### src/rtl/if_fetch_if.sv
// Instruction-memory request/response channel between the fetch stage and imem.
// Requests use valid/ready; responses are always accepted, so they carry no ready.
interface if_fetch_if;
    logic        imem_req_valid;
    logic        imem_req_ready;
    logic [31:0] imem_req_addr;
    logic        imem_resp_valid;
    logic [31:0] imem_resp_inst;

    modport master (
        output imem_req_valid,
        output imem_req_addr,
        input  imem_req_ready,
        input  imem_resp_valid,
        input  imem_resp_inst
    );

    modport slave (
        input  imem_req_valid,
        input  imem_req_addr,
        output imem_req_ready,
        output imem_resp_valid,
        output imem_resp_inst
    );
endinterface

### src/rtl/if_fetch.sv
// Instruction fetch: owns the PC, issues in-order imem requests under a credit limit,
// buffers responses and hands one instruction per cycle (with PC and fields) to IF/ID.
module if_fetch #(
    parameter logic [31:0] RESET_PC   = 32'h0000_0000,
    parameter int          FIFO_DEPTH = 2,
    parameter logic [31:0] NOP_INST   = 32'h0000_0013
) (
    input  logic              clk,
    input  logic              rst,
    input  logic              stall,
    input  logic              redirect_valid,
    input  logic [31:0]       redirect_pc,
    if_fetch_if.master        imem,
    output logic              if_valid,
    output logic [31:0]       if_pc,
    output logic [31:0]       if_inst,
    output logic [6:0]        if_opcode,
    output logic [4:0]        if_rd,
    output logic [4:0]        if_rs1,
    output logic [4:0]        if_rs2
);
    localparam int AW = $clog2(FIFO_DEPTH);
    localparam int CW = AW + 1;
    localparam logic [CW:0] DEPTH_W = FIFO_DEPTH[CW:0];

    typedef struct packed {
        logic [31:0] pc;
        logic [31:0] inst;
    } fetch_entry_t;

    fetch_entry_t  fifo_q [FIFO_DEPTH];
    logic [31:0]   pcq_q  [FIFO_DEPTH];
    logic [AW-1:0] fifo_rd, fifo_wr;
    logic [AW-1:0] pcq_rd, pcq_wr;
    logic [CW-1:0] fifo_cnt;
    logic [CW-1:0] outstanding;
    logic [CW-1:0] drop_cnt;
    logic [31:0]   pc;
    logic [31:0]   last_pc;
    logic          run;

    logic          req_fire;
    logic          resp_keep;
    logic          resp_drop;
    logic          fifo_pop;
    logic          fifo_empty;
    logic          fifo_full;
    logic [CW:0]   in_use;

    // Every accepted request reserves a buffer slot, so a response can never overflow.
    assign in_use     = {1'b0, outstanding} + {1'b0, fifo_cnt};
    assign fifo_empty = (fifo_cnt == '0);
    assign fifo_full  = (fifo_cnt == DEPTH_W[CW-1:0]);
    assign fifo_pop   = !fifo_empty && !stall;

    assign imem.imem_req_valid = run && !redirect_valid && (in_use < DEPTH_W);
    assign imem.imem_req_addr  = pc;
    assign req_fire  = imem.imem_req_valid && imem.imem_req_ready;
    assign resp_drop = imem.imem_resp_valid && (drop_cnt != '0);
    assign resp_keep = imem.imem_resp_valid && (drop_cnt == '0);

    assign if_valid  = !fifo_empty;
    assign if_inst   = fifo_empty ? NOP_INST : fifo_q[fifo_rd].inst;
    assign if_pc     = fifo_empty ? last_pc  : fifo_q[fifo_rd].pc;
    assign if_opcode = if_inst[6:0];
    assign if_rd     = if_inst[11:7];
    assign if_rs1    = if_inst[19:15];
    assign if_rs2    = if_inst[24:20];

    // Storage arrays carry no reset; occupancy is tracked by the pointers below.
    always_ff @(posedge clk) begin
        if (resp_keep && !redirect_valid)
            fifo_q[fifo_wr] <= '{pc: pcq_q[pcq_rd], inst: imem.imem_resp_inst};
        if (req_fire)
            pcq_q[pcq_wr] <= pc;
    end

    always_ff @(posedge clk or negedge rst) begin
        if (!rst) begin
            pc          <= RESET_PC;
            last_pc     <= RESET_PC;
            run         <= 1'b0;
            fifo_rd     <= '0;
            fifo_wr     <= '0;
            fifo_cnt    <= '0;
            pcq_rd      <= '0;
            pcq_wr      <= '0;
            outstanding <= '0;
            drop_cnt    <= '0;
        end else begin
            run <= 1'b1;
            if (!fifo_empty)
                last_pc <= fifo_q[fifo_rd].pc;

            if (redirect_valid) begin
                // Everything still in flight becomes stale, including a response landing now.
                pc          <= redirect_pc & ~32'h3;
                fifo_rd     <= '0;
                fifo_wr     <= '0;
                fifo_cnt    <= '0;
                pcq_rd      <= '0;
                pcq_wr      <= '0;
                outstanding <= outstanding - CW'(imem.imem_resp_valid);
                drop_cnt    <= outstanding - CW'(imem.imem_resp_valid);
            end else begin
                if (req_fire) begin
                    pc     <= pc + 32'd4;
                    pcq_wr <= pcq_wr + AW'(1);
                end
                outstanding <= outstanding + CW'(req_fire) - CW'(imem.imem_resp_valid);
                if (resp_drop)
                    drop_cnt <= drop_cnt - CW'(1);
                if (resp_keep) begin
                    fifo_wr <= fifo_wr + AW'(1);
                    pcq_rd  <= pcq_rd + AW'(1);
                end
                if (fifo_pop)
                    fifo_rd <= fifo_rd + AW'(1);
                fifo_cnt <= fifo_cnt + CW'(resp_keep) - CW'(fifo_pop);
            end
        end
    end

    a_no_overflow: assert property (@(posedge clk) disable iff (!rst)
        !(resp_keep && !redirect_valid && fifo_full && !fifo_pop));

endmodule

### src/flat_wrapper.sv
// flat-port wrapper written by rule: the top's interface ports become plain ports
module if_fetch_flat 
#(
    parameter logic [31:0] RESET_PC   = 32'h0000_0000,
    parameter int          FIFO_DEPTH = 2,
    parameter logic [31:0] NOP_INST   = 32'h0000_0013
)
  (clk, rst, stall, redirect_valid, redirect_pc, if_valid, if_pc, if_inst, if_opcode, if_rd, if_rs1, if_rs2, imem_imem_req_valid, imem_imem_req_addr, imem_imem_req_ready, imem_imem_resp_valid, imem_imem_resp_inst);
  if_fetch_if imem_i ();
  input  logic clk;
  input  logic rst;
  input  logic stall;
  input  logic redirect_valid;
  input  logic [31:0] redirect_pc;
  output logic if_valid;
  output logic [31:0] if_pc;
  output logic [31:0] if_inst;
  output logic [6:0] if_opcode;
  output logic [4:0] if_rd;
  output logic [4:0] if_rs1;
  output logic [4:0] if_rs2;
  output wire logic [$bits(imem_i.imem_req_valid)-1:0] imem_imem_req_valid;
  output wire logic [$bits(imem_i.imem_req_addr)-1:0] imem_imem_req_addr;
  input wire logic [$bits(imem_i.imem_req_ready)-1:0] imem_imem_req_ready;
  input wire logic [$bits(imem_i.imem_resp_valid)-1:0] imem_imem_resp_valid;
  input wire logic [$bits(imem_i.imem_resp_inst)-1:0] imem_imem_resp_inst;
  assign imem_imem_req_valid = imem_i.imem_req_valid;
  assign imem_imem_req_addr = imem_i.imem_req_addr;
  assign imem_i.imem_req_ready = imem_imem_req_ready;
  assign imem_i.imem_resp_valid = imem_imem_resp_valid;
  assign imem_i.imem_resp_inst = imem_imem_resp_inst;
  if_fetch #(.RESET_PC(RESET_PC), .FIFO_DEPTH(FIFO_DEPTH), .NOP_INST(NOP_INST)) u_core (.clk(clk), .rst(rst), .stall(stall), .redirect_valid(redirect_valid), .redirect_pc(redirect_pc), .imem(imem_i), .if_valid(if_valid), .if_pc(if_pc), .if_inst(if_inst), .if_opcode(if_opcode), .if_rd(if_rd), .if_rs1(if_rs1), .if_rs2(if_rs2));
endmodule
### config.mk
export PLATFORM = sky130hd
export DESIGN_NAME = if_fetch_flat
export DESIGN_NICKNAME = d
export VERILOG_FILES = /design/src/rtl/if_fetch_if.sv /design/src/rtl/if_fetch.sv /design/src/flat_wrapper.sv
export SDC_FILE = /design/constraint.sdc
export NUM_CORES = 1
export LEC_CHECK = 0
export CELL_PAD_IN_SITES_DETAIL_PLACEMENT = 1
export CELL_PAD_IN_SITES_GLOBAL_PLACEMENT = 2
export CORE_MARGIN = 5
export CORE_UTILIZATION = 39
export CTS_CLUSTER_SIZE = 28
export DETAILED_ROUTE_END_ITERATION = 16
export GPL_TIMING_DRIVEN = 1
export PLACE_DENSITY_LB_ADDON = 0.1
export SETUP_SLACK_MARGIN = 0.1
export SLEW_MARGIN = 5
export SYNTH_ARGS = -nofsm -noshare
export SYNTH_HDL_FRONTEND = slang
export SYNTH_SLANG_ARGS = --single-unit
### constraint.sdc
create_clock -name clk -period 12.7 [get_ports clk]
set_clock_uncertainty 0.15 [all_clocks]
set_input_delay 1.27 -clock clk [delete_from_list [all_inputs] [get_ports clk]]
set_output_delay 1.27 -clock clk [all_outputs]
set_load 0.005 [all_outputs]
Word-level counts from Yosys, hierarchy flattened
Memory sizes are Yosys's and may differ from the RTL's.
Cells that the tools add are included.
Cells by class
  shift-type cells: 0
  bitwise gates (word level): 0
  multipliers: 0
  $add $sub $neg: 12
  equal/unequal tests: 0
  $lt $le $gt $ge: 1
  mux-type cells: 20
  div/mod/pow operators: 0
  reductions and logical operators: 17
Operator list (count)
  2-to-1 mux 32 bit: 4
  adder 32 x 3 -> 32 bit (second input constant): 1
  2-to-1 mux 1 bit: 12
  nonzero test 2 bit: 5
  2-to-1 mux 2 bit: 4
  logical AND 1 bit: 7
  subtractor 2 x 1 -> 2 bit: 3
  adder 1 bit (second input constant): 4
  adder 2 x 1 -> 2 bit: 2
  zero test 2 bit: 2
  adder 2 x 2 -> 3 bit: 1
  zero test 1 bit: 3
  < comparator 3 x 2 -> 1 bit (second input constant): 1
  subtractor 2 x 1 -> 2 bit (second input constant): 1
Word-level totals
  memory bits (writable): 192
  output and inout port bits: 120
  bits of input ports: 70
  register bits after elaboration: 75
  bits in read-only memories: 0
  bits in latches: 0
  memories kept: 2
Memory list
  u_core.fifo_q: words 2, bits a word 64, rd ports 1, clocked after memory_dff 0, write ports 1, line if_fetch.sv:31  | fetch_entry_t fifo_q [FIFO_DEPTH];
  u_core.pcq_q: words 2, bits a word 32, rd ports 1, clocked after memory_dff 0, write ports 1, line if_fetch.sv:32  | logic [31:0] pcq_q [FIFO_DEPTH];

Longest topological paths before layout
Gate-level depths: netlist of the first run.
  depth in word-level cells: 7
  gate-level depth with buffers: 9
  depth with buffers taken out: 8

Worst setup path after synthesis of the first run
No wires, ideal clock.
  kind: in2reg
  start point: in redirect_valid
  end point: mem u_core.fifo_q[0][0] (netlist bit) (enable)
  arrival: 5.944 ns
  required time: 11.991 ns
  setup slack: 6.047 ns
  stages on the path: 3
  cells stage by stage: clkbuf_1 > buf_1 > nor3_1
On the way
  cells in the longest elaborated chain, start to end: 4
Ends and longest elaborated chain
  from (decl): line flat_wrapper.sv:13  | input logic redirect_valid;
  zero test 1 bit: line if_fetch.sv:72  | if (resp_keep && !redirect_valid)
  logical AND 1 bit: line if_fetch.sv:72
  2-to-1 mux 1 bit: line if_fetch.sv:72
  2-to-1 mux 1 bit (not written as such): line if_fetch.sv:73  | fifo_q[fifo_wr] <= '{pc: pcq_q[pcq_rd], inst: imem.imem_resp_inst};
  to (decl): line if_fetch.sv:31
No other way between the ends.

Worst setup path in the final report of the first run
  start point: in redirect_valid
  end point: out imem_imem_req_valid
On the way
  cells in the longest elaborated chain, start to end: 3
Ends and longest elaborated chain
  zero test 1 bit: line if_fetch.sv:56  | assign imem.imem_req_valid = run && !redirect_valid && (in_use < DEPTH_W);
  logical AND 1 bit (2 in a row): line if_fetch.sv:56
  to (decl): line flat_wrapper.sv:22  | output wire logic [$bits(imem_i.imem_req_valid)-1:0] imem_imem_req_valid;
No other way between the ends.

==> results of run 1 <==
-- cells by family after synthesis --
group                      after synthesis  synth area share
buffers and inverters                   65           0.03321
adders and majority gates                6          0.007970
AOI/OAI and AO/OA                       74           0.04118
DFF                                    257            0.7096
xor gates and xnor gates                23           0.01944
other                                    2         0.0007248
muxes                                   97           0.09781
and+or+nand+nor                        191           0.09009
-- power by group --
group	total [W]	internal (W)	switching [W]
registers	0.00112	0.00104	0.0000712
logic	0.000812	0.000433	0.000379
clock network	0.000773	0.000465	0.000308
total	0.00270	0.00194	0.000758
-- how the worst max path moves through the flow --
stage / end / cells past startpoint
after floorplan: u_core.fifo_q[0][0] / 3
after global placement: imem_imem_req_valid / 4
after detailed placement: imem_imem_req_valid / 4
after CTS: imem_imem_req_valid / 4
after global routing: imem_imem_req_valid / 4
final: imem_imem_req_valid / 4
-- sequential cells by signal (all words and copies together), names as in the netlist --
signal                     cells
u_core.drop_cnt                2
u_core.fifo_cnt                2
u_core.fifo_q                124
u_core.fifo_rd                 1
u_core.fifo_wr                 1
u_core.imem.imem_req_addr     30
u_core.last_pc                32
u_core.outstanding             2
u_core.pcq_q                  60
u_core.pcq_rd                  1
u_core.pcq_wr                  1
u_core.run                     1
-- layout make-up --
| type | count | area, µm² |
|---|---|---|
| Tap cell | 335 | 419.2 |
| Clock buffer | 42 | 823.3 |
| Inverter | 9 | 33.78 |
| Fill cell | 2612 | 12840 |
| Clock inverter | 7 | 68.82 |
| Multi-Input combinational cell | 394 | 2685 |
| Sequential cell | 257 | 7356 |
| Timing Repair Buffer | 193 | 1909 |
-- cells in the final DEF (no fill, tap or decap), types with 5 or more instances in the layout --
master / instances
a21oi_1: 5
and3_1: 7
buf_4: 9
clkbuf_1: 7
clkbuf_16: 28
clkbuf_8: 7
clkdlybuf4s50_1: 184
dfrtp_1: 72
edfxtp_1: 184
ha_1: 5
inv_1: 8
mux2_2: 34
mux2i_1: 63
nand2_1: 72
nand3_1: 14
nand4_1: 9
nor2_1: 46
nor3_1: 9
nor4_1: 5
o21ai_0: 51
o311ai_0: 5
xnor2_1: 10
xor2_1: 13
-- routing by layer --
metal	global-route usage	vias up
met5	0	-
met2	0.2530	196
met1	0.2094	3000
li1	-	2926
met4	0.03891	0
met3	0.02948	26
-- worst register-to-register path: cells and delay by family (launching register included) --
family | cells | cell delay (ns)
buffers and inverters | 2 | 0.49
flip-flops | 1 | 0.39
adder cells (fa/ha/maj) | 1 | 0.50
AND/OR/NAND/NOR | 4 | 1.34
-- metrics by stage --
stage / utilization / worst slack [ns]
after global routing: 0.5088 / 8.109
after detailed placement: 0.4746 / 8.234
final: 0.5088 / 8.241
after CTS: 0.5088 / 8.221
after floorplan: - / 6.047
after global placement: 0.4746 / 8.270
==> summary.txt, run 1 <==
Floorplanning
  • Initial Util: 0.3965
  • DIE WIDTH: 173.0 µm
  • DIE AREA: 29,930 µm²
  • Core Region: 26,130 µm²
  • # IOs: 190
  • Chip Height: 173.0 µm
  • Cell Rows: 59

Min path
  • Worst Hold End: u_core.last_pc[1]
  • WHS Path Cells: 1
  • Worst Hold Class: reg -> reg
  • Min-delay src: u_core.last_pc[1]

Global routing
  • Pin count of the biggest net entering global routing: 94
  • Vias in the first global route: 6,735
  • Global route total overflow: 0
  • GRT Util Overall: 0.1529
  • First-pass GRT wire length: 37,200 µm
  • Antenna violations before repair: 0

Placed design
  • IO Port Bufs: 185
  • Placement Cell Area: 12,400 µm²
  • Routability Congestion: 0.8401
  • # placed instances: 1,188
  • DPL Wire Length: 15,600 µm

Logic synthesis
  • Post-Syn Area: 10,360 µm²
  • Main synth FF type: edfxtp_1
  • Largest cells by area after synthesis: edfxtp_1, dfrtp_1, mux2i_1
  • Avg Cell Area, Syn: 14.49 µm²
  • Synth Register Bits: 257
  • Post-Syn Instances: 715
  • Ys Warns: 0
  • Synth unique cells: 49
  • Most common cell in the synthesized netlist: edfxtp_1
  • Seq/Total Area, Yosys: 0.7096
  • Synth top area share: 0.5333
  • Post-synth top cells: edfxtp_1, dfrtp_1, nand2_1, mux2i_1, o21ai_0
  • Post-synth ARST share: 0.2840
  • Cell accounting for the most synthesized area: edfxtp_1
  • Post-synth EDFFs: 184

Routing
  • Drt via density: 4.970
  • Pre-antenna DRT Iters: 4
  • Met2 wire length: 10,840 µm
  • Routed wire length on met3: 1154 µm
  • Metal-1 WL: 10,990 µm
  • DR vias: 6,148
  • Top sig layer: met4
  • Initial DRC count: 318
  • Post-Route WL: 23,380 µm
  • WL per Instance: 18.90 µm
  • DR DRC count: 0
  • Final ANT Viol Nets: 0

Clock tree
  • CTS Buf Count: 27
  • H-tree levels: 1
  • # Post-CTS Setup Buffers: 0
  • Cts repair resizes: 0
  • Clock buffer depth: 3
  • # clock sinks: 257
  • Reg clk slew, reported paths: 0.06 ns
  • CTS tree: done
  • Clock Root Buffer: clkbuf_16
  • Clk_lat worst skew: 0.52 ns
  • Cts hold-fix bufs: 0

Critical path
  • CP Launch Type: input port
  • R2R setup slack: 9.48 ns
  • Crit path kind: in -> out
  • CP endpoint kind: output port
  • CP peak stage delay: 0.59 ns
  • CP Launch Point: redirect_valid
  • Slowest CP cell: clkdlybuf4s50_1
  • Reg2reg end: u_core.pcq_q[0][6]
  • Worst Path Required: 11.28 ns
  • CP Max Fanout: 47
  • Largest delay share family, worst path: buffers and inverters
  • Worst-path cell chain: clkdlybuf4s50_1 -> buf_4 -> nor4b_2 -> clkdlybuf4s50_1
  • CP arrival: 3.04 ns
  • Crit-path most repeated cell: clkdlybuf4s50_1
  • CP Buf/Inv Count: 3
  • FF-to-FF Start: u_core.fifo_cnt[0]
  • Worst reg2reg path depth: 7

Run status
  • Outcome: complete, no violations

Timing
  • Worst Tran Pin Value: 1.006 ns
  • Final Hold Viols: 0
  • Pins Over Slew Limit: 0
  • RSZ-0062 raised after global routing: false
  • Fin crit period: 4.459 ns
  • Hold_ws: 0.3284 ns
  • Setup TNS: 0 ns
  • Endpoints failing setup: 0
  • Crit share post-route: 0.3511
  • F_max: 0.2243 GHz
  • Worst slew margin: 0.3290

Layout
  • Area delta synth->final: 28.32%
  • Fin area: 13,300 µm²
  • Layout cells sized above 1: 0.1120
  • Post-Layout Cell Count: 1,237
  • Ant. Diodes: 0
  • Nets: 958

Power
  • Power Density: 203.1 nW/µm²
  • Power Total: 0.002700 W
  • VDD IR-drop max: 101.8 µV
  • LEAKAGE: 4.689 nW

Run
  • Max_cap viols: 0
No activity file was read; power rests on OpenSTA's default activity.
==> inputs of run 2 (changes only) <==
- CORE_UTILIZATION: 39 -> 33
- clock period: 12.7 -> 3.9 ns (I/O delays scaled with it)
==> run 2 against run 1 <==
  * Hold slack worse by 0.051 ns
  * Sequential share of layout area fell by 0.92 points
  * Design area up 1.7%
  * Critical path depth grew 1
  * First-iteration DRC count fell by 33%
  * Sequential power grew to 3.3 times the previous value
  * Via count increased by 1.3%
  * Power rose to 3.3 times the previous value
  * Critical path type is now reg -> out
==> summary.txt, run 2 (synthesis results as in run 1) <==
Layout
  • Fin util: 0.4385 (was 0.5088)
  • Layout cells sized above 1: 0.1143 (was 0.1120)
  • Commonest cells after routing, fill and taps aside: clkdlybuf4s50_1, edfxtp_1, nand2_1, dfrtp_1, mux2i_1 (unchanged)
  • Largest regs: u_core.fifo_q x124, u_core.pcq_q x60, u_core.last_pc x32 (unchanged)
  • Largest Register: u_core.fifo_q (unchanged)
  • Ant. Diodes: 0 (unchanged)
  • Max reg flops: 124 (unchanged)
  • Fillers: 3,102 (was 2,612)
  • Nets: 964 (was 958)
  • Area delta synth->final: 30.48% (was 28.32%)

Routing
  • WL per Instance: 18.55 µm (was 18.90 µm)
  • Drt via density: 4.770 (was 4.970)
  • Pre-antenna DRT Iters: 4 (unchanged)
  • DR vias: 6,230 (was 6,148)
  • Final ANT Viol Nets: 0 (unchanged)
  • Post-Route WL: 24,230 µm (was 23,380 µm)
  • DR DRC count: 0 (unchanged)
  • Initial DRC count: 214 (was 318)

Critical path
  • Worst-path cell chain: nor2_4 -> buf_12 -> nand2_1 -> o21ai_0 -> clkdlybuf4s50_1 (was clkdlybuf4s50_1 -> buf_4 -> nor4b_2 -> clkdlybuf4s50_1)
  • Slowest CP cell: clkdlybuf4s50_1 (unchanged)
  • CP Launch Type: flop (was input port)
  • Worst reg2reg path depth: 7 (unchanged)
  • CP Depth: 5 (was 4)
  • Largest delay share family, worst path: buffers and inverters (unchanged)
  • CP Max Fanout: 69 (was 47)
  • CP Buf/Inv Count: 2 (was 3)
  • Worst Path Required: 3.36 ns (was 11.28 ns)
  • Crit path kind: reg -> out (was in -> out)
  • CP arrival: 2.71 ns (was 3.04 ns)
  • CP peak stage delay: 0.58 ns (was 0.59 ns)
  • CP endpoint kind: output port (unchanged)

Timing
  • Endpoints failing setup: 0 (unchanged)
  • F_max: 0.3078 GHz
  • Fin crit period: 3.249 ns
  • Final worst setup slack: 0.6512 ns (was 8.241 ns)
  • Setup TNS: 0 ns (unchanged)
  • Worst slew margin: 0.4473 (was 0.3290)
  • Final Hold Viols: 0 (unchanged)
  • Hold_ws: 0.2775 ns (was 0.3284 ns)
  • Pins Over Slew Limit: 0 (unchanged)
  • Worst Tran Pin Value: 0.8290 ns (was 1.006 ns)
  • Crit share post-route: 0.8330
  • RSZ-0062 raised after global routing: false (unchanged)

Run
  • Max_cap viols: 0 (unchanged)

Floorplanning
  • DIE AREA: 35,040 µm² (was 29,930 µm²)
  • # IOs: 190 (unchanged)
  • Chip Height: 187.2 µm (was 173.0 µm)
  • Initial Util: 0.3361 (was 0.3965)
  • Cell Rows: 64 (was 59)
  • DIE WIDTH: 187.2 µm (was 173.0 µm)
  • Core Region: 30,830 µm² (was 26,130 µm²)

Clock tree
  • CTS tree: done (unchanged)
  • Clk_lat worst skew: 0.52 ns (about the same)
  • # clock sinks: 257 (unchanged)
  • Clock buffer depth: 3 (unchanged)
  • Cts repair resizes: 0 (unchanged)
  • Reg clk slew, reported paths: 0.06 ns (about the same)
  • # Post-CTS Setup Buffers: 0 (unchanged)
  • Clock Root Buffer: clkbuf_16 (unchanged)
  • H-tree levels: 1 (unchanged)
  • CTS Buf Count: 28 (was 27)

Power
  • Clock power share: 0.298 (was 0.286)
  • Switching share of power: 0.2773 (was 0.2807)
  • Logic pwr share: 0.295 (was 0.301)
  • Psw: 0.002499 W (was 0.0007579 W)
  • Sequential power share: 0.407 (was 0.413)
  • Int Pwr: 0.006513 W (was 0.001942 W)
  • Power Density: 666.6 nW/µm² (was 203.1 nW/µm²)
  • Power Total: 0.009012 W (was 0.002700 W)
  • LEAKAGE: 4.755 nW (was 4.689 nW)
  • VDD IR-drop max: 337.1 µV (was 101.8 µV)

Global routing
  • Global route total overflow: 0 (unchanged)
  • First-pass GRT wire length: 38,260 µm (was 37,200 µm)
  • Vias in the first global route: 6,700 (was 6,735)
  • GRT Util Overall: 0.1346 (was 0.1529)
  • Antenna violations before repair: 0 (unchanged)
  • Pin count of the biggest net entering global routing: 70 (was 94)

Min path
  • Worst Hold Class: in -> reg (was reg -> reg)
  • WHS Path Cells: 3 (was 1)

Run status
  • Outcome: complete, no violations (unchanged)

Placed design
  • DPL Wire Length: 16,470 µm (was 15,600 µm)
  • Place WS: 0.6760 ns (was 8.234 ns)
  • IO Port Bufs: 185 (unchanged)
  • Routability Congestion: 0.8129 (was 0.8401)
==> run 2: cell count changes in the layout (fill, tap and decap cells not counted), moves of 2 or more <==
cell	change
clkinv_1	+6
clkbuf_8	-4
buf_12	+3
bufinv_16	+3
clkbuf_1	-2
==> run 2: path summary, 6_finish.rpt <==
check / slack [ns] / end / from
worst max register to register: 0.65 / u_core.pcq_q[0][12] / u_core.fifo_cnt[0]
min in group asynchronous: 0.36 / u_core.imem.imem_req_addr[10] / rst
worst max-delay path: 0.65 / if_pc[5] / u_core.fifo_cnt[1]
worst min register to register: 0.34 / u_core.last_pc[1] / u_core.last_pc[1]
worst min-delay path: 0.28 / u_core.imem.imem_req_addr[24] / redirect_pc[24]
max in group asynchronous: 2.46 / u_core.last_pc[21] / rst
==> run 2: per-stage QoR <==
step | instance area, µm² | std cells
floorplan | 10380 | 716
global placement | 12550 | 1253
detailed placement | 12550 | 1253
CTS | 13520 | 1306
global route | 13520 | 1306
finish | 13520 | 1306
==> run 2: routing by layer <==
| metal | global-route usage | up-vias | wire length, µm |
|---|---|---|---|
| li1 | - | 2943 | - |
| met1 | 0.1859 | 3076 | 11220 |
| met2 | 0.2188 | 183 | 11180 |
| met3 | 0.02669 | 28 | 1394 |
| met4 | 0.03498 | 0 | 432 |
| met5 | 0 | - | 0 |
==> run 2: worst min-delay path: stages <==
cell and delay [ns]:
clkdlybuf4s50_1 0.39, nand2_1 0.06, o21ai_0 0.07
==> run 2: timing repair <==
item                                    in CTS  in global routing
hold buffers                                 1                  0
endpoints found under the setup margin       0                  0
endpoints found under the hold margin       58                  0
==> run 2: power by group through the flow <==
stage	Sequential [W]	Clock, W	Combinational (W)
2_1_floorplan	0.00359	0	0.00137
3_3_place_gp	0.00371	0	0.00267
3_5_place_dp	0.00374	0	0.00272
4_1_cts	0.00368	0.00278	0.00273
5_1_grt	0.00372	0.00290	0.00291
6_report	0.00367	0.00269	0.00266
==> run 2: layout make-up <==
type	count	area (µm²)	share of cell area
multi-input cells	394	2691	0.1991
clock inverters	15	170.2	0.01259
clock buffers	37	785.8	0.05812
well taps	396	495.5	0.03665
inverters	9	33.78	0.002499
flip-flops and latches	257	7356	0.5441
repair buffers	198	1987	0.1470
